===== src/rtl/note_pkg.sv =====
// note_pkg
// Shared definitions for the note decoder and note player: the one-hot-ish
// state encoding that is exposed on the decoder's state port, the default
// counter width, and the operation codes for the length counter.
package note_pkg;

  localparam int WIDTH_DEFAULT = 8;

  // Encodings are visible on the state port, so they are fixed values.
  typedef enum logic [3:0] {
    ST_RESET    = 4'b0000,
    ST_SYNC     = 4'b1000,
    ST_CNT_HIGH = 4'b0100,
    ST_CNT_LOW  = 4'b0010,
    ST_REPORT   = 4'b0001
  } state_e;

  typedef enum logic [2:0] {
    CNT_HOLD,
    CNT_CLEAR,
    CNT_LOAD1,
    CNT_LOAD2,
    CNT_INC
  } cnt_op_e;

endpackage


===== src/rtl/note_period_decoder_if.sv =====
// note_period_decoder_if
// Bundles the square-wave input and the measurement outputs of the decoder.
//   note_in     : square-wave input (driven by master)
//   half_period : last accepted half-period in clk cycles
//   valid       : one-cycle pulse on half_period update
//   mismatch    : one-cycle pulse when high and low lengths differ
//   overflow    : one-cycle pulse when a length exceeds 2^WIDTH-1
//   state       : current decoder state encoding
// master = the side producing note_in, slave = the decoder.
interface note_period_decoder_if
  import note_pkg::*;
#(
  parameter int WIDTH = WIDTH_DEFAULT
);

  logic             note_in;
  logic [WIDTH-1:0] half_period;
  logic             valid;
  logic             mismatch;
  logic             overflow;
  logic [3:0]       state;

  modport master (
    output note_in,
    input  half_period, valid, mismatch, overflow, state
  );

  modport slave (
    input  note_in,
    output half_period, valid, mismatch, overflow, state
  );

endinterface


===== src/rtl/note_len_counter.sv =====
// note_len_counter
// Saturating length counter used to measure high and low phases.
//   clk    : clock
//   rst    : synchronous active-low reset, clears the count
//   op     : hold / clear / load 1 / load 2 / increment
//   cnt    : current count
//   at_max : count equals 2^WIDTH-1, so a further increment would overflow
module note_len_counter
  import note_pkg::*;
#(
  parameter int WIDTH = WIDTH_DEFAULT
) (
  input  logic             clk,
  input  logic             rst,
  input  cnt_op_e          op,
  output logic [WIDTH-1:0] cnt,
  output logic             at_max
);

  logic [WIDTH-1:0] cnt_q;
  logic [WIDTH-1:0] cnt_d;

  assign at_max = (cnt_q == {WIDTH{1'b1}});
  assign cnt    = cnt_q;

  // Increment saturates; the controller turns an increment at max into an
  // overflow event, so the count never wraps silently.
  always_comb begin
    cnt_d = cnt_q;
    unique case (op)
      CNT_CLEAR: cnt_d = '0;
      CNT_LOAD1: cnt_d = WIDTH'(1);
      CNT_LOAD2: cnt_d = WIDTH'(2);
      CNT_INC:   if (!at_max) cnt_d = cnt_q + WIDTH'(1);
      default:   cnt_d = cnt_q;
    endcase
  end

  always_ff @(posedge clk) begin
    if (!rst) cnt_q <= '0;
    else      cnt_q <= cnt_d;
  end

endmodule


===== src/rtl/note_period_decoder.sv =====
// note_period_decoder
// Measures the high and low phase lengths of a square wave in clk cycles and
// reports the half-period when both phases agree.
//   clk : clock, all state changes on the rising edge
//   rst : synchronous active-low reset
//   bus : slave side of note_period_decoder_if (note_in in; half_period,
//         valid, mismatch, overflow, state out)
module note_period_decoder
  import note_pkg::*;
#(
  parameter int WIDTH = WIDTH_DEFAULT
) (
  input  logic                        clk,
  input  logic                        rst,
  note_period_decoder_if.slave        bus
);

  state_e           state_q, state_d;
  logic             note_prev_q, note_prev_d;
  logic [WIDTH-1:0] high_len_q, high_len_d;
  logic [WIDTH-1:0] half_period_q, half_period_d;
  logic             valid_q, valid_d;
  logic             mismatch_q, mismatch_d;
  logic             overflow_q, overflow_d;

  cnt_op_e          cnt_op;
  logic [WIDTH-1:0] cnt;
  logic             cnt_at_max;
  logic             rise;

  note_len_counter #(.WIDTH(WIDTH)) u_len_counter (
    .clk    (clk),
    .rst    (rst),
    .op     (cnt_op),
    .cnt    (cnt),
    .at_max (cnt_at_max)
  );

  assign rise        = bus.note_in & ~note_prev_q;
  assign note_prev_d = bus.note_in;

  // Next-state and pulse logic. The low length is compared straight from the
  // counter on the edge that ends the low phase, so the verdict is registered
  // and visible during REPORT.
  always_comb begin
    state_d       = state_q;
    cnt_op        = CNT_HOLD;
    high_len_d    = high_len_q;
    half_period_d = half_period_q;
    valid_d       = 1'b0;
    mismatch_d    = 1'b0;
    overflow_d    = 1'b0;

    unique case (state_q)
      ST_RESET: begin
        state_d = ST_SYNC;
        cnt_op  = CNT_CLEAR;
      end
      ST_SYNC: begin
        if (rise) begin
          state_d = ST_CNT_HIGH;
          cnt_op  = CNT_LOAD1;
        end
      end
      ST_CNT_HIGH: begin
        if (bus.note_in) begin
          if (cnt_at_max) begin
            overflow_d = 1'b1;
            state_d    = ST_SYNC;
            cnt_op     = CNT_CLEAR;
            high_len_d = '0;
          end else begin
            cnt_op = CNT_INC;
          end
        end else begin
          high_len_d = cnt;
          cnt_op     = CNT_LOAD1;
          state_d    = ST_CNT_LOW;
        end
      end
      ST_CNT_LOW: begin
        if (!bus.note_in) begin
          if (cnt_at_max) begin
            overflow_d = 1'b1;
            state_d    = ST_SYNC;
            cnt_op     = CNT_CLEAR;
            high_len_d = '0;
          end else begin
            cnt_op = CNT_INC;
          end
        end else begin
          state_d = ST_REPORT;
          if (high_len_q == cnt) begin
            half_period_d = high_len_q;
            valid_d       = 1'b1;
          end else begin
            mismatch_d = 1'b1;
          end
        end
      end
      ST_REPORT: begin
        // The REPORT cycle itself belongs to the next high phase, which
        // already includes the rising-edge sample, hence a load of 2.
        if (bus.note_in) begin
          state_d = ST_CNT_HIGH;
          cnt_op  = CNT_LOAD2;
        end else begin
          high_len_d = WIDTH'(1);
          cnt_op     = CNT_LOAD1;
          state_d    = ST_CNT_LOW;
        end
      end
      default: begin
        state_d = ST_RESET;
        cnt_op  = CNT_CLEAR;
      end
    endcase
  end

  // note_prev resets to 1 so a level already high at release is not a rise.
  always_ff @(posedge clk) begin
    if (!rst) begin
      state_q       <= ST_RESET;
      note_prev_q   <= 1'b1;
      high_len_q    <= '0;
      half_period_q <= '0;
      valid_q       <= 1'b0;
      mismatch_q    <= 1'b0;
      overflow_q    <= 1'b0;
    end else begin
      state_q       <= state_d;
      note_prev_q   <= note_prev_d;
      high_len_q    <= high_len_d;
      half_period_q <= half_period_d;
      valid_q       <= valid_d;
      mismatch_q    <= mismatch_d;
      overflow_q    <= overflow_d;
    end
  end

  assign bus.half_period = half_period_q;
  assign bus.valid       = valid_q;
  assign bus.mismatch    = mismatch_q;
  assign bus.overflow    = overflow_q;
  assign bus.state       = state_q;

endmodule

===== src/flat_wrapper.sv =====
// flat-port wrapper written by rule: the top's interface ports become plain ports
module note_period_decoder_flat import note_pkg::*;
#(
  parameter int WIDTH = WIDTH_DEFAULT
)
  (clk, rst, bus_note_in, bus_half_period, bus_valid, bus_mismatch, bus_overflow, bus_state);
  note_period_decoder_if #(.WIDTH(WIDTH)) bus_i ();
  input  logic clk;
  input  logic rst;
  input wire logic [$bits(bus_i.note_in)-1:0] bus_note_in;
  output wire logic [$bits(bus_i.half_period)-1:0] bus_half_period;
  output wire logic [$bits(bus_i.valid)-1:0] bus_valid;
  output wire logic [$bits(bus_i.mismatch)-1:0] bus_mismatch;
  output wire logic [$bits(bus_i.overflow)-1:0] bus_overflow;
  output wire logic [$bits(bus_i.state)-1:0] bus_state;
  assign bus_i.note_in = bus_note_in;
  assign bus_half_period = bus_i.half_period;
  assign bus_valid = bus_i.valid;
  assign bus_mismatch = bus_i.mismatch;
  assign bus_overflow = bus_i.overflow;
  assign bus_state = bus_i.state;
  note_period_decoder #(.WIDTH(WIDTH)) u_core (.clk(clk), .rst(rst), .bus(bus_i));
endmodule

===== config.mk =====
export PLATFORM = sky130hd
export DESIGN_NAME = note_period_decoder_flat
export DESIGN_NICKNAME = d
export VERILOG_FILES = /design/src/rtl/note_pkg.sv /design/src/rtl/note_period_decoder_if.sv /design/src/rtl/note_len_counter.sv /design/src/rtl/note_period_decoder.sv /design/src/flat_wrapper.sv
export SDC_FILE = /design/constraint.sdc
export NUM_CORES = 1
export LEC_CHECK = 0
export ABC_CLOCK_PERIOD_IN_PS = 1900
export CORE_ASPECT_RATIO = 1.25
export CORE_MARGIN = 1.5
export CORE_UTILIZATION = 39
export DETAILED_ROUTE_END_ITERATION = 10
export GPL_TIMING_DRIVEN = 0
export HOLD_SLACK_MARGIN = 0.1
export PLACE_DENSITY = 0.59
export SYNTH_ARGS = -nofsm -noshare
export SYNTH_HDL_FRONTEND = slang
export SYNTH_SLANG_ARGS = --single-unit

===== constraint.sdc =====
create_clock -name clk -period 1.9 [get_ports clk]
set_clock_uncertainty 0.2 [all_clocks]
set_input_delay 0.38 -clock clk [delete_from_list [all_inputs] [get_ports clk]]
set_output_delay 0.38 -clock clk [all_outputs]
set_load 0.05 [all_outputs]

Word-level counts from Yosys, hierarchy flattened

Index checks and enable logic that the tools add are counted.

Input bits: 3
Register bits: 32
Logic and storage cells: 57
Output and inout port bits: 15

Mux-type cells: 25
Bitwise gates (word level): 2
Eq/ne operators: 14
Reductions and logical operators: 7
Add/sub/neg operators: 1

Operators by type and width:

| kind                | count |
|---|---|
| $mux 8              | 5 |
| $pmux 8 s4          | 1 |
| $pmux 8 s3          | 1 |
| $pmux 4 s5          | 1 |
| $mux 4              | 4 |
| $mux 3              | 4 |
| $pmux 3 s4          | 1 |
| $reduce_and 3->1    | 3 |
| $add 8x1->8 const B | 1 |
| $eq 8x8->1          | 1 |
| $eq 8x8->1 const B  | 1 |
| $eq 3x2->1 const B  | 2 |
| $mux 1              | 6 |
| $ne 2x2->1 const B  | 3 |
| $eq 4x1->1 const B  | 1 |
| $eq 4x2->1 const B  | 1 |
| $eq 4x3->1 const B  | 1 |
| $eq 4x4->1 const B  | 1 |
| $logic_not 4->1     | 1 |
| $reduce_bool 4->1   | 1 |
| $eq 3x1->1 const B  | 1 |
| $eq 3x3->1 const B  | 1 |
| $reduce_bool 3->1   | 1 |
| $mux 2              | 1 |
| 5 further kinds     | 5 |

Longest topological paths before layout

Gate-level depths: netlist of the first run.

Depth after elaboration: 7
Gate-level depth with buffers: 7
Gate-level depth less buffers: 6

Modules after synthesis

Synthesis of the first run repeated with hierarchy kept, for this count alone.

Cells, all modules: 204
Area total of the unflattened synthesis: 1767.9 um2

Modules (own cells, without submodules):

| module              | times used | area each (um2) | seq. area each (um2) | cells each |
|---|---|---|---|---|
| note_period_decoder | 1          | 1223.7          | 480.5                | 141 |
| note_len_counter    | 1          | 544.3           | 160.2                | 63 |

Worst setup path after synthesis of the first run

OpenSTA, ideal clock, no wires.

Kind: register to register
From: register u_core.state_q[1], in the netlist u_core.bus.state[1]
To: register u_core.u_len_counter.cnt_q[3], in the netlist u_core.u_len_counter.cnt[3]
Buffers on the path: 0
Period minus slack after synthesis: 2.352 ns
Setup time: 0.069 ns
Path slack: -0.452 ns
Data required time: 1.631 ns
Stages on the path, launching flop included: 6
Arrival: 2.083 ns
Cell sequence: dfxtp_1 > or3b_4 > a211oi_4 > nand2_2 > or4_1 > o21ai_1

Longest elaborated chain between the ends: 5
Elaborated cells on any way between the ends: 13
Classes of those cells: eq/ne: 9; mux: 2; reduce/logical: 2

Ends and longest elaborated chain:

| what                                                             | line                       | source |
|---|---|---|
| from (decl)                                                      | note_period_decoder.sv:18  | `state_e state_q, state_d;` |
| from (signal assigned)                                           | note_period_decoder.sv:131 | `state_q <= state_d;` |
| $eq 4x1->1, or another cell as far along                         | note_period_decoder.sv:54  | `unique case (state_q)` |
| $pmux 3 s4 (*)                                                   | note_period_decoder.sv:54  |  |
| $eq 3x3->1, or another cell as far along                         | note_len_counter.sv:30     | `unique case (op)` |
| $ne 2x2->1 (no line) / $reduce_bool 4->1 (equally long branches) | --                         |  |
| $reduce_and 2->1 (no line)                                       | --                         |  |
| to (signal assigned)                                             | note_len_counter.sv:41     | `else cnt_q <= cnt_d;` |
| to (decl)                                                        | note_len_counter.sv:20     | `logic [WIDTH-1:0] cnt_q;` |

Every way passes the cells marked *; elsewhere a longest branch is shown, timed or not.
A chain may end at the register's enable or synchronous reset.

Worst setup path in the final report of the first run

From: register u_core.state_q[1], in the netlist u_core.bus.state[1]
To: register u_core.u_len_counter.cnt_q[7], in the netlist u_core.u_len_counter.cnt[7]

The elaborated chain is that of the path after synthesis.

==> load_flow_metrics.sql, run 1 <==
INSERT INTO impl_metrics (metric_group, metric, value, unit) VALUES
('pwr', 'leakagePower', '0.778', 'nW'),
('worst_setup_path', 'crit_buf_inv', '1', ''),
('synth', 'number_of_instances_in_the_synthesized_netlist', '203', ''),
('cts', 'cts_max_path_buffers', '2', ''),
('pwr', 'vdd_ir_drop_max', '0.000535', 'V'),
('worst_setup_path', 'timing.reg2reg.worst_path_depth', '6', ''),
('detailed_routing', 'detail_route.drc_violations', '0', ''),
('sta', 'min_period_over_period', '1.03', ''),
('min_path', 'worst_hold_startpoint', 'bus_note_in', ''),
('worst_setup_path', 'criticalPathCategory', 'reg -> reg', ''),
('min_path', 'worstHoldEndpoint', 'u_core.u_len_counter.cnt[1]', ''),
('synth', 'synth-edff-count', '0', ''),
('synth', 'yosys.cell_count.top_type', 'sky130_fd_sc_hd__dfxtp_1', ''),
('final_layout', 'nets', '236', ''),
('synth', 'syn_avg_cell_area', '8.28', 'um2'),
('outcome', 'violations', 'setup timing', ''),
('min_path', 'type_of_the_tightest_min_delay_check', 'in -> reg', ''),
('synth', 'post_synth_instance_area', '0.00168', 'mm2'),
('synth', 'synthTopCellsByCount', 'sky130_fd_sc_hd__dfxtp_1 (32), sky130_fd_sc_hd__a21oi_1 (19), sky130_fd_sc_hd__nor2_1 (19), sky130_fd_sc_hd__o21ai_0 (15), sky130_fd_sc_hd__clkbuf_1 (13)', ''),
('synth', 'synthesis.nets', '207', ''),
('die', 'top_level_ports', '18', ''),
('die', 'die_w', '61.7', 'um'),
('detailed_routing', 'route.antenna.remaining_nets', '0', ''),
('synth', 'synth-seq-area-share', '0.381', ''),
('synth', 'yosys.cell_types.count', '41', ''),
('global_route', 'grt_start_max_net_pins', '11', ''),
('place', 'gp_congestion', '0.926', ''),
('sta', 'finalMaxSlewViolations', '0', ''),
('final_layout', 'multi_input_comb_area', '0.00102', 'mm2'),
('synth', 'synth-simple-area-share', '0.228', ''),
('worst_setup_path', 'regToRegSetupSlack', '-0.06', 'ns'),
('worst_setup_path', 'type_of_destination_of_the_critical_path', 'register', ''),
('pwr', 'seq_power_share', '0.390', ''),
('run', 'max_cap_violations', '0', ''),
('global_route', 'overflow', '0', ''),
('synth', 'yosys.area_share.adder', '0.00745', ''),
('outcome', 'status', 'finished with violations', ''),
('sta', 'fmaxAchievable', '510', 'MHz'),
('cts', 'ctsRootBufferMaster', 'sky130_fd_sc_hd__clkbuf_8', ''),
('worst_setup_path', 'start_kind', 'register', ''),
('synth', 'synth_top_family_by_area', 'compound AO/OA/AOI/OAI gates', ''),
('worst_setup_path', 'crit_arrival', '1.97', 'ns'),
('place', 'port-buffer-count', '16', ''),
('global_route', 'grt_use_total', '0.198', ''),
('global_route', 'vias_in_the_first_global_route', '1541', ''),
('synth', 'yosysTopAreaCellShare', '0.381', ''),
('pwr', 'p_per_area', '891', 'mW/mm2'),
('die', 'die_height', '76.4', 'um'),
('pwr', 'portion_of_total_power_attributed_to_the_clock_network', '0.252', ''),
('cts', 'clkSinkCount', '32', ''),
('synth', 'synth.ff_latch_count', '32', ''),
('worst_setup_path', 'cp_max_fo', '6', ''),
('final_layout', 'antenna-diode-count', '0', ''),
('die', 'floorplan.initialDensity', '0.410', ''),
('sta', 'setup_violators_final', '2', ''),
('pwr', 'total_power', '1.92', 'mW'),
('sta', 'final.setup.worst_slack', '-0.0595', 'ns'),
('detailed_routing', 'wl', '4400', 'um'),
('die', 'core_area', '0.00410', 'mm2'),
('worst_setup_path', 'critPathSlowestCell', 'sky130_fd_sc_hd__or3b_4', ''),
('detailed_routing', 'avgViaCountPerCell', '5.55', ''),
('pwr', 'swShare', '0.362', ''),
('global_route', 'grt_antenna_before_repair', '0', ''),
('detailed_routing', 'wire_per_inst', '15.2', 'um'),
('die', 'std_cell_rows', '26', ''),
('sta', 'final_hold_violation_count', '0', ''),
('final_layout', 'finalCoreUtilization', '0.527', ''),
('min_path', 'number_of_cells_on_the_worst_hold_path', '3', ''),
('final_layout', 'flow.area_growth_from_synthesis', '28.4', '%'),
('detailed_routing', 'drt_pre_antenna_iters', '4', ''),
('synth', 'proportion_of_register_bits_with_asynchronous_set_or_reset_after_synthesis', '0', '');
-- cells in the final DEF (no fill, tap or decap), types with 5 or more instances in the layout --
cell and n:
sky130_fd_sc_hd__dlygate4sd2_1 16, sky130_fd_sc_hd__inv_1 5, sky130_fd_sc_hd__xnor2_1 8, sky130_fd_sc_hd__clkbuf_8 6, sky130_fd_sc_hd__nand2_1 11, sky130_fd_sc_hd__buf_4 9
sky130_fd_sc_hd__nand3_1 7, sky130_fd_sc_hd__a21oi_1 19, sky130_fd_sc_hd__a311oi_1 8, sky130_fd_sc_hd__nor2_1 18, sky130_fd_sc_hd__dfxtp_2 6, sky130_fd_sc_hd__dfxtp_1 22
sky130_fd_sc_hd__o21ai_0 13, sky130_fd_sc_hd__nand4_1 6, sky130_fd_sc_hd__mux2i_1 10
-- what timing repair did --
item	4_1_cts	5_1_grt
endpoints found under the hold margin	0	0
endpoints found under the setup margin	43	28
pin swaps	9	5
setup buffers	9	2
resized for setup	36	18
hold buffers	0	0
-- power groups by stage --
stage / clock, mW / sequential [mW] / combinational [mW]
3_3_place_gp: 0 / 0.759 / 0.602
2_1_floorplan: 0 / 0.819 / 0.395
3_5_place_dp: 0 / 0.759 / 0.606
6_report: 0.485 / 0.750 / 0.688
4_1_cts: 0.495 / 0.746 / 0.677
5_1_grt: 0.524 / 0.755 / 0.745
-- flip-flops by register name, indices dropped and copies added, names as in the netlist --
name                      flops
u_core.bus.half_period        8
u_core.bus.state              4
u_core.high_len_q             8
u_core.bus.valid              1
u_core.u_len_counter.cnt      8
u_core.bus.mismatch           1
u_core.bus.overflow           1
u_core.note_prev_q            1
-- metal layers --
layer / up-vias / routed length [um] / track usage
li1: 809 / - / -
met1: 755 / 1880 / 0.241
met2: 34 / 2320 / 0.333
met3: 6 / 116 / 0.0357
met4: 0 / 76 / 0.0745
met5: - / 0 / 0
-- worst max-delay path by stage --
stage / from / to / slack, ns / cells after the start
finish: u_core.bus.state[1] / u_core.u_len_counter.cnt[7] / -0.06 / 6
floorplan: u_core.bus.state[2] / u_core.u_len_counter.cnt[3] / -0.12 / 6
global route: u_core.bus.state[1] / u_core.u_len_counter.cnt[7] / -0.13 / 6
global placement: rst / u_core.high_len_q[2] / -0.56 / 6
detailed placement: rst / u_core.high_len_q[4] / -0.56 / 6
CTS: u_core.bus.state[2] / u_core.u_len_counter.cnt[3] / -0.16 / 7
-- tightest hold or removal path, cell delays in order --
cell and delay (ns):
sky130_fd_sc_hd__buf_6 0.12, sky130_fd_sc_hd__nand3_1 0.08, sky130_fd_sc_hd__a31oi_1 0.07
-- kinds of logic (layout without fill, tap and decap cells) --
kind of cell | Yosys count | count (layout)
xor+xnor | 8 | 8
compound gates | 60 | 60
simple gates | 71 | 71
buf+inv | 21 | 51
mux | 10 | 10
flops | 32 | 32
fa+ha+maj | 1 | 1
-- stage by stage --
step	area, um2	TNS, ns	setup slack (ns)
after floorplan	1700	-0.448	-0.123
after global placement	1930	-9.82	-0.556
after detailed placement	1930	-10.16	-0.564
after CTS	2120	-0.633	-0.159
after global routing	2160	-0.672	-0.133
final	2160	-0.111	-0.0595
-- cell type report --
class                   count  area share
plain buffers              10      0.0290
inverters                   6      0.0116
multi-input cells         150       0.471
well taps                  56      0.0325
flip-flops and latches     32       0.307
clock inverters             1     0.00232
clock buffers               7      0.0354
repair buffers             27       0.111
(Power assumes the default switching activity.)
==> run 2, diff against run 1 <==
--- a/config.mk
+++ b/config.mk
@@ -12,7 +12,7 @@
 export DETAILED_ROUTE_END_ITERATION = 10
 export GPL_TIMING_DRIVEN = 0
 export HOLD_SLACK_MARGIN = 0.1
-export PLACE_DENSITY = 0.59
+export PLACE_DENSITY = 0.66
 export SYNTH_ARGS = -nofsm -noshare
 export SYNTH_HDL_FRONTEND = slang
 export SYNTH_SLANG_ARGS = --single-unit
==> load_flow_metrics.sql, run 2 (synthesis gave the netlist of run 1 again) <==
INSERT INTO impl_metrics (metric_group, metric, value, unit) VALUES
('outcome', 'status', 'finished with violations', ''),
('outcome', 'violations', 'setup timing', ''),
('final_layout', 'antenna-diode-count', '0', ''),
('pwr', 'combPwrFrac', '0.353', ''),
('final_layout', 'nets', '240', ''),
('worst_setup_path', 'crit_arrival', '2.07', 'ns'),
('sta', 'min_period', '2.06', 'ns'),
('worst_setup_path', 'cp_data_required_time', '1.91', 'ns'),
('worst_setup_path', 'criticalPathCategory', 'reg -> reg', ''),
('die', 'core_area', '0.00410', 'mm2'),
('global_route', 'grt_use_total', '0.199', ''),
('global_route', 'first_pass_grt_wire_length', '7270', 'um'),
('place', 'gp_congestion', '0.897', ''),
('cts', 'cts_max_path_buffers', '2', ''),
('detailed_routing', 'route.antenna.remaining_nets', '0', ''),
('run', 'max_cap_violations', '0', ''),
('cts', 'clock_tree_from_tritoncts', 'yes', ''),
('pwr', 'total_power', '2.04', 'mW'),
('min_path', 'worst_hold_startpoint', 'bus_note_in', ''),
('detailed_routing', '1st_iter_drt_viols', '66', ''),
('detailed_routing', 'wire_per_inst', '14.6', 'um'),
('pwr', 'swShare', '0.348', ''),
('sta', 'min_period_over_period', '1.08', ''),
('place', 'preCtsSetupSlack', '-0.584', 'ns'),
('die', 'fp.dieArea', '0.00471', 'mm2'),
('place', 'port-buffer-count', '16', ''),
('place', 'place.detailed.hpwl', '2910', 'um'),
('die', 'die_height', '76.4', 'um'),
('global_route', 'grt_busiest_layer', 'met2', ''),
('final_layout', 'final_common_cell', 'sky130_fd_sc_hd__dfxtp_1', ''),
('detailed_routing', 'wl', '4270', 'um'),
('sta', 'finalMaxSlewViolations', '0', ''),
('global_route', 'overflow', '0', ''),
('final_layout', 'flow.area_growth_from_synthesis', '31.0', '%'),
('sta', 'maxSlewHeadroom', '0.627', ''),
('min_path', 'type_of_the_tightest_min_delay_check', 'in -> reg', ''),
('pwr', 'vdd_ir_drop_max', '0.000723', 'V'),
('worst_setup_path', 'start_kind', 'register', ''),
('pwr', 'p_per_area', '925', 'mW/mm2'),
('worst_setup_path', 'worst_r2r_startpoint', 'u_core.bus.state[1]', ''),
('pwr', 'seq_power_share', '0.367', ''),
('sta', 'timing.setup.tns', '-1.04', 'ns'),
('pwr', 'portion_of_total_power_attributed_to_the_clock_network', '0.281', ''),
('cts', 'worstSkewPairLatency', '0.28', 'ns'),
('die', 'die_w', '61.7', 'um'),
('cts', 'clk_transition_reported_paths', '0.06', 'ns'),
('final_layout', 'commonest_cells_after_routing_fill_and_taps_aside', 'sky130_fd_sc_hd__dfxtp_1 (24), sky130_fd_sc_hd__nor2_1 (18), sky130_fd_sc_hd__a21oi_1 (18), sky130_fd_sc_hd__dlygate4sd2_1 (15), sky130_fd_sc_hd__nand2_1 (12)', ''),
('sta', 'grt_setup_unrepaired', 'true', ''),
('pwr', 'leakagePower', '0.811', 'nW'),
('global_route', 'grt_util_met3', '0.0475', ''),
('global_route', 'globalRouteMet2Util', '0.324', ''),
('worst_setup_path', 'type_of_destination_of_the_critical_path', 'register', ''),
('die', 'top_level_ports', '18', ''),
('cts', 'cts.htree.levels', '2', ''),
('final_layout', 'final_layout_size_suffix_gt1_frac', '0.228', ''),
('detailed_routing', 'drt_pre_antenna_iters', '4', ''),
('detailed_routing', 'avgViaCountPerCell', '5.63', ''),
('min_path', 'worstHoldEndpoint', 'u_core.u_len_counter.cnt[1]', ''),
('worst_setup_path', 'timing.reg2reg.worst_path_depth', '5', ''),
('global_route', 'vias_in_the_first_global_route', '1554', ''),
('worst_setup_path', 'regToRegSetupSlack', '-0.16', 'ns'),
('sta', 'final.setup.worst_slack', '-0.158', 'ns'),
('die', 'floorplan.initialDensity', '0.410', ''),
('sta', 'tightestPinTransition', '0.559', 'ns'),
('sta', 'final_hold_violation_count', '0', ''),
('global_route', 'grt_antenna_before_repair', '0', ''),
('final_layout', 'final.fill_count', '420', ''),
('worst_setup_path', 'cp_max_fo', '8', ''),
('worst_setup_path', 'r2r-end', 'u_core.u_len_counter.cnt[3]', ''),
('cts', 'clkSinkCount', '32', ''),
('cts', 'clock_buffers_created_by_tritoncts', '5', ''),
('detailed_routing', 'route.vias.total', '1650', ''),
('min_path', 'number_of_cells_on_the_worst_hold_path', '3', ''),
('detailed_routing', 'detail_route.drc_violations', '0', ''),
('global_route', 'grt_start_max_net_pins', '11', ''),
('global_route', 'met1_usage', '0.254', ''),
('pwr', 'power.net_switching', '0.710', 'mW'),
('sta', 'setup_violators_final', '22', ''),
('die', 'std_cell_rows', '26', ''),
('sta', 'fmaxAchievable', '486', 'MHz'),
('pwr', 'internal-power', '1.33', 'mW'),
('cts', 'ctsRootBufferMaster', 'sky130_fd_sc_hd__clkbuf_8', '');
==> run 2: cell types whose count changed in the layout (fill, tap and decap cells not counted), sizes merged <==
| cell | before | now |
|---|---|---|
| buf | 15 | 16 |
| dlymetal6s2s | 0 | 1 |
| dlygate4sd2 | 16 | 15 |
| clkbuf | 13 | 16 |
==> run 2: area by class of cell <==
class / count / area [um2] / share of cell area
Buffer: 10 / 52.6 / 0.0239
Timing Repair Buffer: 31 / 280 / 0.127
Clock inverter: 1 / 5.00 / 0.00227
Multi-Input combinational cell: 150 / 1020 / 0.461
Inverter: 6 / 25.0 / 0.0114
Clock buffer: 7 / 97.6 / 0.0443
Tap cell: 56 / 70.1 / 0.0318
Sequential cell: 32 / 656 / 0.298
==> run 2: through the flow <==
step	hold slack [ns]	instances	utilization	instance area (um2)
finish	0.220	293	0.537	2200
global route	0.230	293	0.537	2200
CTS	0.211	291	0.522	2140
detailed placement	0.284	275	0.471	1930
global placement	0.271	275	0.471	1930
floorplan	0.290	203	-	1700
==> run 2: timing repair <==
| action | in CTS | in global routing |
|---|---|---|
| hold buffers | 0 | 0 |
| pin swaps | 9 | 10 |
| buffers inserted | 12 | 5 |
| gates resized for setup | 29 | 17 |
| setup endpoints to repair | 43 | 30 |
==> run 2: worst max-delay path: stages (launching register included) <==
cell and delay [ns]:
sky130_fd_sc_hd__dfxtp_4 0.38, sky130_fd_sc_hd__or3b_4 0.40, sky130_fd_sc_hd__a211oi_4 0.35, sky130_fd_sc_hd__nand2_2 0.12, sky130_fd_sc_hd__or4_1 0.46, sky130_fd_sc_hd__o21ai_1 0.08
==> run 2: worst max-delay path by stage <==
stage	to	depth (start not counted)	startpoint	slack, ns
2_1_floorplan	u_core.u_len_counter.cnt[3]	6	u_core.bus.state[2]	-0.12
3_3_place_gp	u_core.high_len_q[2]	6	rst	-0.59
3_5_place_dp	u_core.high_len_q[3]	6	rst	-0.58
4_1_cts	u_core.u_len_counter.cnt[3]	6	u_core.bus.state[2]	-0.15
5_1_grt	u_core.u_len_counter.cnt[3]	5	u_core.bus.state[1]	-0.26
6_report	u_core.u_len_counter.cnt[3]	5	u_core.bus.state[1]	-0.16
==> run 2: metal layers <==
layer	part of all wire	vias to the layer above
li1	-	813
met1	0.42	774
met2	0.51	53
met3	0.053	10
met4	0.018	0
met5	0	-
==> run 2: power by group through the flow <==
| stage | Combinational, mW | Clock, mW | Sequential [mW] |
|---|---|---|---|
| 2_1_floorplan | 0.395 | 0 | 0.819 |
| 3_3_place_gp | 0.602 | 0 | 0.759 |
| 3_5_place_dp | 0.602 | 0 | 0.759 |
| 4_1_cts | 0.687 | 0.588 | 0.745 |
| 5_1_grt | 0.787 | 0.626 | 0.751 |
| 6_report | 0.718 | 0.572 | 0.747 |
==> run 3, diff against run 2 <==
--- a/config.mk
+++ b/config.mk
@@ -6,6 +6,7 @@
 export NUM_CORES = 1
 export LEC_CHECK = 0
 export ABC_CLOCK_PERIOD_IN_PS = 1900
+export CAP_MARGIN = 20
 export CORE_ASPECT_RATIO = 1.25
 export CORE_MARGIN = 1.5
 export CORE_UTILIZATION = 39
==> results of run 3 <==
No change in the layout: final DEF, timing and power equal those of run 2.
